===== src/rtl/branch_resolve_unit.sv =====
`default_nettype none
// ============================================================================
// Module  : branch_resolve_unit
// Brief   : Pipelined branch / jump / add resolution with misprediction detect,
//           valid/ready handshakes on both sides and a global kill.
// Revision: 1.0 - initial release
// ============================================================================
module branch_resolve_unit #(
    parameter int WIDTH  = 32,
    parameter int TAG_W  = 4,
    parameter int STAGES = 1
) (
    input  logic             i_clk,
    input  logic             i_rst,
    input  logic             i_valid,
    output logic             o_ready,
    input  logic [2:0]       i_op,
    input  logic [2:0]       i_func,
    input  logic [WIDTH-1:0] i_rs1,
    input  logic [WIDTH-1:0] i_rs2,
    input  logic [WIDTH-1:0] i_imm,
    input  logic [WIDTH-1:0] i_pc,
    input  logic             i_pred_taken,
    input  logic [WIDTH-1:0] i_pred_target,
    input  logic [TAG_W-1:0] i_tag,
    input  logic             i_kill,
    output logic             o_valid,
    input  logic             i_ready,
    output logic [WIDTH-1:0] o_result,
    output logic             o_taken,
    output logic             o_mispredict,
    output logic [WIDTH-1:0] o_redirect,
    output logic [TAG_W-1:0] o_tag
);

    typedef struct packed {
        logic [2:0]       op;
        logic [2:0]       func;
        logic [WIDTH-1:0] rs1;
        logic [WIDTH-1:0] rs2;
        logic [WIDTH-1:0] imm;
        logic [WIDTH-1:0] pc;
        logic             pred_taken;
        logic [WIDTH-1:0] pred_target;
        logic [TAG_W-1:0] tag;
    } op_t;

    typedef struct packed {
        logic [WIDTH-1:0] result;
        logic             taken;
        logic             mispredict;
        logic [WIDTH-1:0] redirect;
        logic [TAG_W-1:0] tag;
    } res_t;

    localparam logic [2:0] OP_BR    = 3'd0;
    localparam logic [2:0] OP_JAL   = 3'd1;
    localparam logic [2:0] OP_JALR  = 3'd2;
    localparam logic [2:0] OP_AUIPC = 3'd3;
    localparam logic [2:0] OP_LUI   = 3'd5;
    localparam logic [WIDTH-1:0] JALR_MASK = {{(WIDTH-1){1'b1}}, 1'b0};

    // Reserved opcodes fall through to the default arm, which is ADDI.
    function automatic res_t resolve(input op_t o);
        logic             eq;
        logic             lt;
        logic             ltu;
        logic             cond;
        logic             taken;
        logic [WIDTH-1:0] seq;
        logic [WIDTH-1:0] target;
        logic [WIDTH-1:0] result;
        res_t             r;
        eq     = (o.rs1 == o.rs2);
        lt     = ($signed(o.rs1) < $signed(o.rs2));
        ltu    = (o.rs1 < o.rs2);
        cond   = (o.func[2] ? (o.func[1] ? ltu : lt) : eq) ^ o.func[0];
        seq    = o.pc + WIDTH'(4);
        taken  = 1'b0;
        target = o.pc + o.imm;
        result = o.rs1 + o.imm;
        case (o.op)
            OP_BR: begin
                taken  = cond;
                result = '0;
            end
            OP_JAL: begin
                taken  = 1'b1;
                result = seq;
            end
            OP_JALR: begin
                taken  = 1'b1;
                target = (o.rs1 + o.imm) & JALR_MASK;
                result = seq;
            end
            OP_AUIPC: result = o.pc + o.imm;
            OP_LUI:   result = o.imm;
            default:  ;
        endcase
        r.result     = result;
        r.taken      = taken;
        r.mispredict = (taken != o.pred_taken) || (taken && (o.pred_target != target));
        r.redirect   = taken ? target : seq;
        r.tag        = o.tag;
        return r;
    endfunction

    op_t  in_op;
    logic feed_valid;
    res_t feed;
    logic out_valid;
    res_t out;
    logic out_adv;

    assign in_op.op          = i_op;
    assign in_op.func        = i_func;
    assign in_op.rs1         = i_rs1;
    assign in_op.rs2         = i_rs2;
    assign in_op.imm         = i_imm;
    assign in_op.pc          = i_pc;
    assign in_op.pred_taken  = i_pred_taken;
    assign in_op.pred_target = i_pred_target;
    assign in_op.tag         = i_tag;

    assign out_adv = !out_valid || i_ready;

    generate
        if (STAGES == 2) begin : g_two_stage
            logic s1_valid;
            op_t  s1;
            logic s1_adv;

            assign s1_adv  = !s1_valid || out_adv;
            assign o_ready = !i_kill && s1_adv;

            always_ff @(posedge i_clk or posedge i_rst) begin
                if (i_rst) begin
                    s1_valid <= 1'b0;
                    s1       <= '0;
                end else if (i_kill) begin
                    s1_valid <= 1'b0;
                end else if (s1_adv) begin
                    s1_valid <= i_valid;
                    if (i_valid) begin
                        s1 <= in_op;
                    end
                end
            end

            assign feed_valid = s1_valid;
            assign feed       = resolve(s1);
        end else begin : g_one_stage
            assign o_ready    = !i_kill && out_adv;
            assign feed_valid = i_valid;
            assign feed       = resolve(in_op);
        end
    endgenerate

    // Payload only loads alongside a valid op, so a stalled result stays frozen.
    always_ff @(posedge i_clk or posedge i_rst) begin
        if (i_rst) begin
            out_valid <= 1'b0;
            out       <= '0;
        end else if (i_kill) begin
            out_valid <= 1'b0;
        end else if (out_adv) begin
            out_valid <= feed_valid;
            if (feed_valid) begin
                out <= feed;
            end
        end
    end

    assign o_valid      = out_valid;
    assign o_result     = out.result;
    assign o_taken      = out.taken;
    assign o_mispredict = out.mispredict;
    assign o_redirect   = out.redirect;
    assign o_tag        = out.tag;

endmodule
`default_nettype wire


===== config.mk =====
export PLATFORM = sky130hd
export DESIGN_NAME = branch_resolve_unit
export DESIGN_NICKNAME = d
export VERILOG_FILES = /design/src/rtl/branch_resolve_unit.sv
export SDC_FILE = /design/constraint.sdc
export NUM_CORES = 1
export LEC_CHECK = 0
export CORE_ASPECT_RATIO = 1.25
export CORE_MARGIN = 8
export CORE_UTILIZATION = 48
export CTS_BUF_LIST = sky130_fd_sc_hd__clkbuf_8
export CTS_CLUSTER_DIAMETER = 200
export DETAILED_ROUTE_END_ITERATION = 16
export PLACE_DENSITY_LB_ADDON = 0.1
export SLEW_MARGIN = 10
export SYNTH_ARGS = -nofsm -noshare
export SYNTH_HDL_FRONTEND = slang
export SYNTH_SLANG_ARGS = --single-unit

===== constraint.sdc =====
create_clock -name i_clk -period 2.56 [get_ports i_clk]
set_input_delay 0.768 -clock i_clk [delete_from_list [all_inputs] [get_ports i_clk]]
set_output_delay 0.768 -clock i_clk [all_outputs]
set_load 0.01 [all_outputs]

==> results_dict.tcl, run 1 <==
set metrics [dict create \
    status "stopped before the end" \
    haltStage "global routing (5_1_grt)" \
    error "[ERROR GRT-0232] Routing congestion too high. Check the congestion heatmap in the GUI." \
    ys_async_sr_fraction_pct 100 \
    routabilityCongestion 1.04 \
    syn_area_per_cell_um2 7.57 \
    grt_usage_pct 95.2 \
    synthCells 1367 \
    rows 60 \
    syn_nets 1640 \
    clockBufferDepth 2 \
    yosysTopAreaCell "dfrtp_1" \
    worstEpCategory "register input" \
    hold_buffers 0 \
    ctsHtreeMaxLevel 3 \
    fp.dieW_um 147 \
    io_pins 248 \
    synth.area.top_cells "dfrtp_1 17%, ha_1 11%, nand2_1 6.4%, xnor2_1 5.7%, o21ai_0 5.6%" \
    ys.flop_type "dfrtp_1" \
    ys_warn_count 0 \
    grt_overflow 1787 \
    synth_area_um2 10300 \
    start_util_pct 48.5 \
    grt_start_max_net_pins 87 \
    synth_top_area_share_pct 17.2 \
    ys_seq_area_share_pct 17.2 \
    dpl.hpwl_um 40700 \
    synth.distinct_cells 86 \
    die_h_um 180 \
    synth_seq_cells 71 \
    cts_sinks 71 \
    port_buffers 247 \
    synth_edf_count 0 \
    clockRootBuffer "clkbuf_8" \
    postGrtWorstEndpoint "o_mispredict$_DFFE_PP0P_/D" \
    cts_buffers 9 \
]
-- cells in the mapped netlist (6+ instances only) --
master    number
nor2_1       102
mux2i_1       38
and2_1         6
o221ai_1      15
o21bai_1       6
maj3_1        20
nor3_1        21
xor2_1        49
buf_2         14
nand2b_1       7
a211oi_1      15
a31oi_1       13
nand4_1       34
and3_1        13
o211ai_1      11
mux2_2        21
nor3b_1        6
nand3_1       26
nor4_1         9
xnor2_1       67
inv_1         52
o21a_1         7
a21o_1        31
a21oi_1      101
dfrtp_1       71
clkbuf_1      53
nor2b_1        8
nand2_1      177
a311oi_1       8
o21ai_0      116
buf_1          8
a221o_1        9
o22ai_1       23
o31ai_1        7
ha_1          95
a221oi_1       9
or3_1          7
-- metrics by stage --
stage	instances	worst slack [ns]	instance area, um^2	TNS, ns
2_1_floorplan	1367	-1.09	11100	-23.13
3_3_place_gp	2290	-2.04	17000	-91.86
3_5_place_dp	2290	-2.17	17000	-98.59
4_1_cts	2380	-1.40	19900	-38.92
-- cells by family after synthesis --
group                      Yosys count  synth area share [%]
AOI/OAI and AO/OA                  422                  26.7
xor gates and xnor gates           122                  11.1
adders and majority gates          117                  13.8
buffers and inverters              133                  5.25
DFF                                 71                  17.2
muxes                               59                  5.96
and+or+nand+nor                    443                  20.1
-- metal layers --
metal,global-route usage [%],overflow
met5,48.2,2
met4,109,464
met3,77.7,26
met2,118,1267
met1,85.6,28
-- repair_timing --
action,CTS
buffers inserted,79
pin swaps,160
cloned,6
setup endpoints to repair,67
hold endpoints to repair,0
gates resized for setup,785
==> inputs of run 2 (changes only) <==
Settings changed: CORE_ASPECT_RATIO 1.25 to default, CORE_UTILIZATION 48 to 40, CTS_BUF_LIST sky130_fd_sc_hd__clkbuf_8 to default, CTS_CLUSTER_DIAMETER 200 to default, PLACE_DENSITY_LB_ADDON 0.1 to 0.15.
Clock period 2.56 ns to 3.33 ns, I/O delays scaled along.
==> run 2 against run 1 <==
The flow now finishes, with violations (negative setup slack). Synthesized cell count unchanged. Synthesized area unchanged.
==> results_dict.tcl, run 2 <==
set metrics [dict create \
    violations "negative setup slack" \
    path_cells "buf_8 > ha_4 > fa_2 > a21oi_4 > buf_6 > o221ai_1 > a31o_2 > buf_4 > xor2_1 > buf_4 > mux2i_2 > xor2_1 > nand4b_1 > or4_4 > nor4_2 > nor2_1" \
    fillers 1869 \
    rows 59 \
    arrival_ns 4.21 \
    ctsHtreeMaxLevel 3 \
    grt_start_max_net_pins 72 \
    tightest_slew_ns 0.703 \
    ys_seq_area_share_pct 17.2 \
    layout_common_cells "516 x buf_4, 161 x nand2_1, 133 x clkdlybuf4s50_1" \
    cts_sinks 71 \
    clockRootBuffer "clkbuf_16" \
    grt_overflow 0 \
    placed_area_um2 16700 \
    insertion_delay_ns 0.33 \
    cts_buffers 9 \
    status "finished with violations" \
    register_area_um2 1780 \
    ys_async_sr_fraction_pct 100 \
    die_area_um2 31300 \
    diodes 0 \
    worstPathMaxFanout 3 \
    critPathCaptureType "register" \
    yosysTopAreaCell "dfrtp_1" \
    hp-start "o_result[20]" \
    dpl.hpwl_um 40300 \
    ir_drop_uv 466 \
    synth_seq_cells 71 \
    antenna_found_initial 0 \
    fin_cells 2439 \
    clk_pin_slew_ns 0.06 \
    dp_cells 2350 \
    slew_violations 0 \
    ys_warn_count 0 \
    io_pins 248 \
    syn_area_per_cell_um2 7.57 \
    drc 0 \
    synthCells 1367 \
    hp-class "register to register" \
    ys.flop_type "dfrtp_1" \
    timing.fmax_mhz 250 \
    cap_violations 0 \
    ant_nets 0 \
    fin_crit_sh_pct 120 \
    fp.dieW_um 177 \
    fin_area_um2 19600 \
    synth_top_area_share_pct 17.2 \
    drive_above_1_share_pct 46.6 \
    crit_slowest_cell "or4_4" \
    cts_tree "built" \
    synth.area.top_cells "dfrtp_1 17%, ha_1 11%, nand2_1 6.4%, xnor2_1 5.7%, o21ai_0 5.6%" \
    synth_common_cells "177 x nand2_1, 116 x o21ai_0, 102 x nor2_1, 101 x a21oi_1, 95 x ha_1" \
    synth_edf_count 0 \
    wl_per_cell_um 21.1 \
    vias 13900 \
    startpoint "i_imm[0]" \
    syn_nets 1640 \
    core_area_um2 25800 \
    cp_data_required_time_ns 3.54 \
    routabilityCongestion 0.961 \
    clockBufferDepth 2 \
    viasPerCell 5.68 \
    drt_iter0_drc 1146 \
    relSlewSlack_pct 53.1 \
    start_util_pct 40.2 \
    synth.distinct_cells 86 \
    fin_worst_skew_ns 0.00513 \
    die_h_um 177 \
    port_buffers 247 \
    totalWireLength_um 51400 \
    syn_to_final_growth_pct 89.5 \
    fin_ws_ns -0.671 \
    critPathLaunchType "input port" \
    grt_pass1_vias 13700 \
    r2r_start "o_valid" \
    grt_usage_pct 31.4 \
    synth_area_um2 10300 \
    grt_setup_unrepaired "true" \
    p_leak_uw 0.00869 \
    cp_slowest_stage_delay_ns 0.50 \
    final_common_cell "buf_4" \
    grt_pass1_wl_um 77400 \
    criticalPathCategory "input port to register" \
    timing.hold.ws_ns 0.480 \
    finalSetupViolations 45 \
    drt_first_pass_iters 5 \
    power.density_nw_per_um2 327 \
    multi_input_area_um2 10200 \
    fin_nets 2372 \
    layout_min_cycle_time_ns 4.00 \
    synth.most_common_cell "nand2_1" \
    hold_viol 0 \
]
## run 2: cell type report
type	instances	area share (%)
multi-input cells	1163	52.2
well taps	335	2.14
clock inverters	6	0.357
clock buffers	10	1.17
flip-flops and latches	71	9.06
repair buffers	800	33.9
inverters	54	1.14
## run 2: kinds of logic after synthesis
family / after synthesis / synth area share (%)
AND/OR/NAND/NOR: 443 / 20.1
AO/OA/AOI/OAI: 422 / 26.7
buffers and inverters: 133 / 5.25
XOR/XNOR: 122 / 11.1
adder cells (fa/ha/maj): 117 / 13.8
flip-flops: 71 / 17.2
multiplexers: 59 / 5.96
## run 2: per-layer routing
layer / vias up / wire, um / track usage [%] / part of all wire (%)
li1: 6516 / - / - / -
met1: 6578 / 22700 / 43.9 / 44
met2: 673 / 23000 / 49.2 / 45
met3: 89 / 4390 / 4.84 / 8.5
met4: 0 / 1260 / 8.76 / 2.5
met5: - / 0 / 0 / 0
## run 2: timing repair
action	CTS	global route
pin swaps	120	53
gates resized for setup	639	189
hold buffers	0	0
endpoints found under the setup margin	61	55
gates cloned	2	0
buffers inserted	57	23
## run 2: stage by stage
step                      total power (uW)  utilization, %  TNS, ns  worst slack [ns]
after floorplan                       2680               -   -0.736            -0.550
after global placement                4620            64.8   -62.38             -1.73
after detailed placement              4680            64.8   -66.21             -1.72
after CTS                             6130            74.0    -9.83            -0.692
after global routing                  6750            76.1   -16.96            -0.758
final                                 6410            76.1   -12.18            -0.671
## run 2: path summary, 6_finish.rpt
check | endpoint | slack [ns] | cells past startpoint
worst min-delay path | o_result[20] | 0.48 | 1
max in group asynchronous | o_redirect[1] | 1.94 | 3
worst max register to register | o_mispredict | 0.16 | 12
min in group asynchronous | o_redirect[27] | 1.04 | 3
worst min register to register | o_result[20] | 0.48 | 1
worst max-delay path | o_mispredict | -0.67 | 16
## run 2: power by group
| part | switching [uW] | leakage [uW] | internal [uW] | total [uW] |
|---|---|---|---|---|
| Clock | 377 | 0.000135 | 584 | 961 |
| Sequential | 102 | 0.000878 | 1040 | 1140 |
| Combinational | 2030 | 0.00767 | 2280 | 4310 |
| Total | 2510 | 0.00869 | 3900 | 6410 |
## run 2: critical path, delay by kind of cell
family          cells  cell delay (ns)
simple gates        4             0.94
xor+xnor            2             0.33
mux                 1             0.29
buf+inv             4             0.52
compound gates      3             0.54
fa+ha+maj           2             0.57
Note: power is estimated with default switching activity, not from simulation.
==> inputs of run 3 (changes only) <==
==> constraint.sdc (replaced) <==
create_clock -name i_clk -period 3.33 [get_ports i_clk]
set_input_delay 0.666 -clock i_clk [delete_from_list [all_inputs] [get_ports i_clk]]
set_output_delay 0.666 -clock i_clk [all_outputs]
set_load 0.01 [all_outputs]
==> run 3 against run 2 <==
The flow still finishes with violations (negative setup slack). Non-clock buffer count shrank 25. Total power shrank 2.8%. Clock power shrank 8.6%. Sequential share of layout area grew 0.22 points. Global-route usage shrank 1.4 points. Clock skew is essentially flat. Sequential power is essentially flat. Die area is the same. Critical path depth is the same. Register-to-register slack gained 0.04 ns. Largest cell class unchanged. Highest routed layer unchanged.
==> results_dict.tcl, run 3 (synthesis results as in run 2) <==
set metrics [dict create \
    layout_common_cells "486 x buf_4, 168 x nand2_1, 131 x clkdlybuf4s50_1" \
    slew_violations 0 \
    dpl.hpwl_um 39600 \
    drt_first_pass_iters 5 \
    rows 59 \
    grt_start_max_net_pins 81 \
    routabilityCongestion 0.998 \
    status "finished with violations" \
    relSlewSlack_pct 51.6 \
    insertion_delay_ns 0.33 \
    placed_area_um2 16400 \
    clockBufferDepth 2 \
    tightest_slew_ns 0.727 \
    port_buffers 247 \
    cp_slowest_stage_delay_ns 0.54 \
    timing.fmax_mhz 263 \
    grt_setup_unrepaired "true" \
    arrival_ns 4.00 \
    worst-path-buf-inv 3 \
    cts_sinks 71 \
    ir_drop_uv 474 \
    fin_area_um2 19100 \
    cts_buffers 9 \
    hold_viol 0 \
    core_area_um2 25800 \
    viasPerCell 5.59 \
    fin_ws_ns -0.466 \
    final_common_cell "buf_4" \
    critPathLaunchType "input port" \
    die_h_um 177 \
    crit_slowest_cell "or4_4" \
    die_area_um2 31300 \
    ctsHtreeMaxLevel 3 \
    grt_overflow 0 \
    wl_per_cell_um 20.7 \
    clk_pin_slew_ns 0.06 \
    path_common_cell "xor2_1" \
    totalWireLength_um 50100 \
    pre_cts_ws_ns -1.46 \
    start_util_pct 40.2 \
    cp_data_required_time_ns 3.54 \
    io_pins 248 \
    worstPathMaxFanout 3 \
    fin_crit_sh_pct 114 \
    criticalPathCategory "input port to register" \
    crit_family "simple AND/OR/NAND/NOR gates" \
    grt_pass1_vias 13300 \
    cap_violations 0 \
    hp-class "register to register" \
    cts_tree "built" \
    grt_pass1_wl_um 73700 \
    layout_min_cycle_time_ns 3.80 \
    antenna_found_initial 1 \
    path_cells "buf_8 > buf_6 > ha_4 > fa_2 > a21oi_4 > buf_4 > o21bai_1 > xor2_1 > mux2i_1 > xor2_1 > nand4_1 > a2111oi_2 > nand4b_1 > or4_4 > nor4_4 > nor2_1" \
    vias 13500 \
    drc 0 \
    syn_to_final_growth_pct 84.9 \
    fin_nets 2347 \
    drive_above_1_share_pct 44.0 \
    grt_usage_pct 29.9 \
    p_leak_uw 0.00855 \
    critPathCaptureType "register" \
    hold_buffers 0 \
    power.density_nw_per_um2 326 \
    clockRootBuffer "clkbuf_16" \
    finalSetupViolations 32 \
    fp.dieW_um 177 \
    fin_worst_skew_ns 0.00492 \
    ant_nets 0 \
    drt_iter0_drc 1159 \
    violations "negative setup slack" \
]
-- run 3: worst paths after layout --
kind                             endpoint        start  depth (start not counted)  slack (ns)
min reg2reg                   o_result[9]  o_result[9]                          2        0.48
min in group asynchronous   o_redirect[1]        i_rst                          2        0.70
max                          o_mispredict     i_imm[0]                         16       -0.47
max reg2reg                  o_mispredict      o_valid                         12        0.20
max in group asynchronous  o_redirect[21]        i_rst                          3        2.02
min                           o_result[9]  o_result[9]                          2        0.48
-- run 3: power breakdown --
group	leakage, uW	switching [uW]	internal (uW)
combinational	0.00754	1990	2220
clock	0.000136	336	542
sequential	0.000878	102	1040
-- run 3: tightest hold or removal path, stage by stage (launching register included) --
cell     delay [ns]
dfrtp_1        0.33
nand2_1        0.05
o21ai_0        0.06
-- run 3: final cells by class --
cell class | count | area, um^2
multi-input combinational | 1163 | 10000
fill | 1938 | 6630
sequential | 71 | 1780
tap | 335 | 419
antenna | 1 | 2.50
clock buffer | 13 | 260
clock inverter | 3 | 17.5
inverter | 54 | 205
timing repair buffer | 775 | 6450
-- run 3: metrics by stage --
stage | hold slack [ns] | TNS, ns | instances | power, uW | util (%)
final | 0.482 | -4.67 | 2415 | 6230 | 74.3
after global placement | 0.457 | -44.19 | 2336 | 4560 | 63.8
after global routing | 0.498 | -5.47 | 2415 | 6560 | 74.3
after floorplan | 0.516 | -0.218 | 1367 | 2650 | -
after detailed placement | 0.469 | -45.66 | 2336 | 4610 | 63.8
after CTS | 0.485 | -1.34 | 2396 | 5910 | 71.8
-- run 3: routing by layer --
layer	share of wire [%]	GRT usage [%]	vias to the layer above
met3	8.0	4.42	77
met2	44	47.4	584
met1	44	41.4	6385
met5	0	0	-
met4	3.0	8.93	0
li1	-	-	6463
-- run 3: what timing repair did --
item | in CTS | in global routing
buffers inserted | 42 | 30
resized for setup | 562 | 239
pin swaps | 101 | 80
setup endpoints to repair | 54 | 47
gates cloned | 4 | 0
==> inputs of run 4 (changes only) <==
Settings changed: CTS_CLUSTER_SIZE from default to 20, GPL_TIMING_DRIVEN from default to 0.
==> run 4 against run 3 <==
The flow still finishes with violations (negative setup slack). Cell count decreased by 16%. Flip-flop and latch count did not move. Non-clock buffer count down 395. Register-to-register slack got worse by 0.45 ns. Maximum frequency decreased by 5.4%. Clock power rose by 9.1%. Sequential power about the same. Sequential share of layout area is 1.9 points higher. Highest routed layer unchanged.
==> results_dict.tcl, run 4 (synthesis results as in run 2) <==
set metrics [dict create \
    status "finished with violations" \
    violations "negative setup slack" \
    clk_pin_slew_ns 0.06 \
    pre_cts_ws_ns -2.00 \
    fin_crit_sh_pct 120 \
    pwr-share-clk_pct 17.4 \
    antenna_found_initial 1 \
    fin_cells 2020 \
    dpl.hpwl_um 38800 \
    hold_viol 0 \
    rows 59 \
    critPathCaptureType "register" \
    routabilityCongestion 0.952 \
    drt_iter0_drc 1021 \
    syn_to_final_growth_pct 53.2 \
    internal-power_uw 3200 \
    fp.dieW_um 177 \
    drt_first_pass_iters 5 \
    die_area_um2 31300 \
    totalWireLength_um 48500 \
    worstPathMaxFanout 4 \
    register_area_um2 1780 \
    clockRootBuffer "clkbuf_16" \
    insertion_delay_ns 0.33 \
    slew_violations 0 \
    start_util_pct 40.2 \
    ir_drop_uv 337 \
    multi_input_area_um2 9850 \
    p_leak_uw 0.00649 \
    core_area_um2 25800 \
    grt_usage_pct 29.3 \
    vias 12200 \
    grt_pass1_vias 12100 \
    fillers 2316 \
    io_pins 248 \
    comb_power_share_pct 61.8 \
    clockBufferDepth 2 \
    finalSetupViolations 31 \
    ant_nets 0 \
    critPathLaunchType "input port" \
    cp_data_required_time_ns 3.54 \
    arrival_ns 4.22 \
    dp_cells 1948 \
    power_switching_uw 2300 \
    layout_min_cycle_time_ns 4.01 \
    timing.hold.ws_ns 0.478 \
    tightest_slew_ns 0.805 \
    die_h_um 177 \
    drive_above_1_share_pct 28.4 \
    criticalPathCategory "input port to register" \
    timing.fmax_mhz 249 \
    hp-class "register to register" \
    grt_pass1_wl_um 70800 \
    cts_tree "built" \
    cts_sinks 71 \
    fin_worst_skew_ns 0.00517 \
    wl_per_cell_um 24.0 \
    grt_setup_unrepaired "true" \
    grt_overflow 0 \
    placed_area_um2 13300 \
    relSlewSlack_pct 46.4 \
    switching_share_pct 41.8 \
    fin_util_pct 61.5 \
    cts_buffers 9 \
    power.share.sequential_pct 20.7 \
    power.density_nw_per_um2 347 \
    drc 0 \
    port_buffers 245 \
    layout_common_cells "164 x nand2_1, 130 x clkdlybuf4s50_1, 97 x nor2_1" \
    final_common_cell "nand2_1" \
    ctsHtreeMaxLevel 3 \
    fin_nets 1952 \
    fin_area_um2 15900 \
    viasPerCell 6.04 \
    fin_ws_ns -0.682 \
    grt_start_max_net_pins 43 \
    cap_violations 0 \
]
==> run 4: layout make-up <==
class / instances / area share (%)
diodes: 1 / 0.0158
plain buffers: 68 / 2.55
clock buffers: 10 / 1.44
clock inverters: 6 / 0.442
inverters: 54 / 1.29
multi-input cells: 1163 / 62.1
flip-flops and latches: 71 / 11.2
well taps: 335 / 2.64
repair buffers: 312 / 18.3
==> run 4: worst max-delay path, cell delays in order <==
cell	delay [ns]
buf_12	0.11
ha_4	0.16
fa_2	0.39
a21o_1	0.23
a221oi_4	0.31
buf_4	0.18
buf_4	0.10
o21ai_2	0.10
xor2_1	0.19
mux2i_1	0.24
xor2_1	0.18
o41ai_1	0.10
nand4b_1	0.28
or4_4	0.59
nor4_4	0.31
nor2_1	0.08
==> run 4: final timing paths <==
| kind | slack [ns] | depth (start not counted) | endpoint | start |
|---|---|---|---|---|
| max in group asynchronous | 2.10 | 3 | o_result[31] | i_rst |
| worst min register to register | 0.48 | 2 | o_redirect[24] | o_redirect[24] |
| worst max register to register | -0.25 | 12 | o_mispredict | o_valid |
| worst max-delay path | -0.68 | 16 | o_mispredict | i_imm[0] |
| worst min-delay path | 0.48 | 2 | o_redirect[24] | o_redirect[24] |
| min in group asynchronous | 0.68 | 2 | o_redirect[1] | i_rst |
==> run 4: repair_timing <==
action                                  CTS  global route
resized for setup                       599           176
hold buffers                              0             0
endpoints found under the setup margin   59            44
setup buffers                            40            24
pin swaps                                79            75
cloned                                    4             0
==> run 4: through the flow <==
| step | power, uW | TNS, ns |
|---|---|---|
| after floorplan | 2650 | -0.218 |
| after CTS | 5260 | -1.88 |
| final | 5500 | -4.07 |
| after global routing | 5770 | -5.83 |
| after global placement | 3840 | -96.54 |
| after detailed placement | 3870 | -76.61 |
==> run 4: metal layers <==
layer	GRT usage, %	up-vias	routed length (um)
met5	0	-	0
met4	11.7	0	1800
met3	3.73	111	3790
met2	46.7	613	22000
met1	39.5	5800	20800
li1	-	5671	-
==> run 4: power by group through the flow <==
stage / clock, uW / sequential (uW) / combinational (uW)
5_1_grt: 1000 / 1160 / 3610
4_1_cts: 967 / 1140 / 3150
3_3_place_gp: 0 / 1150 / 2700
3_5_place_dp: 0 / 1150 / 2720
6_report: 958 / 1140 / 3400
2_1_floorplan: 0 / 1220 / 1430
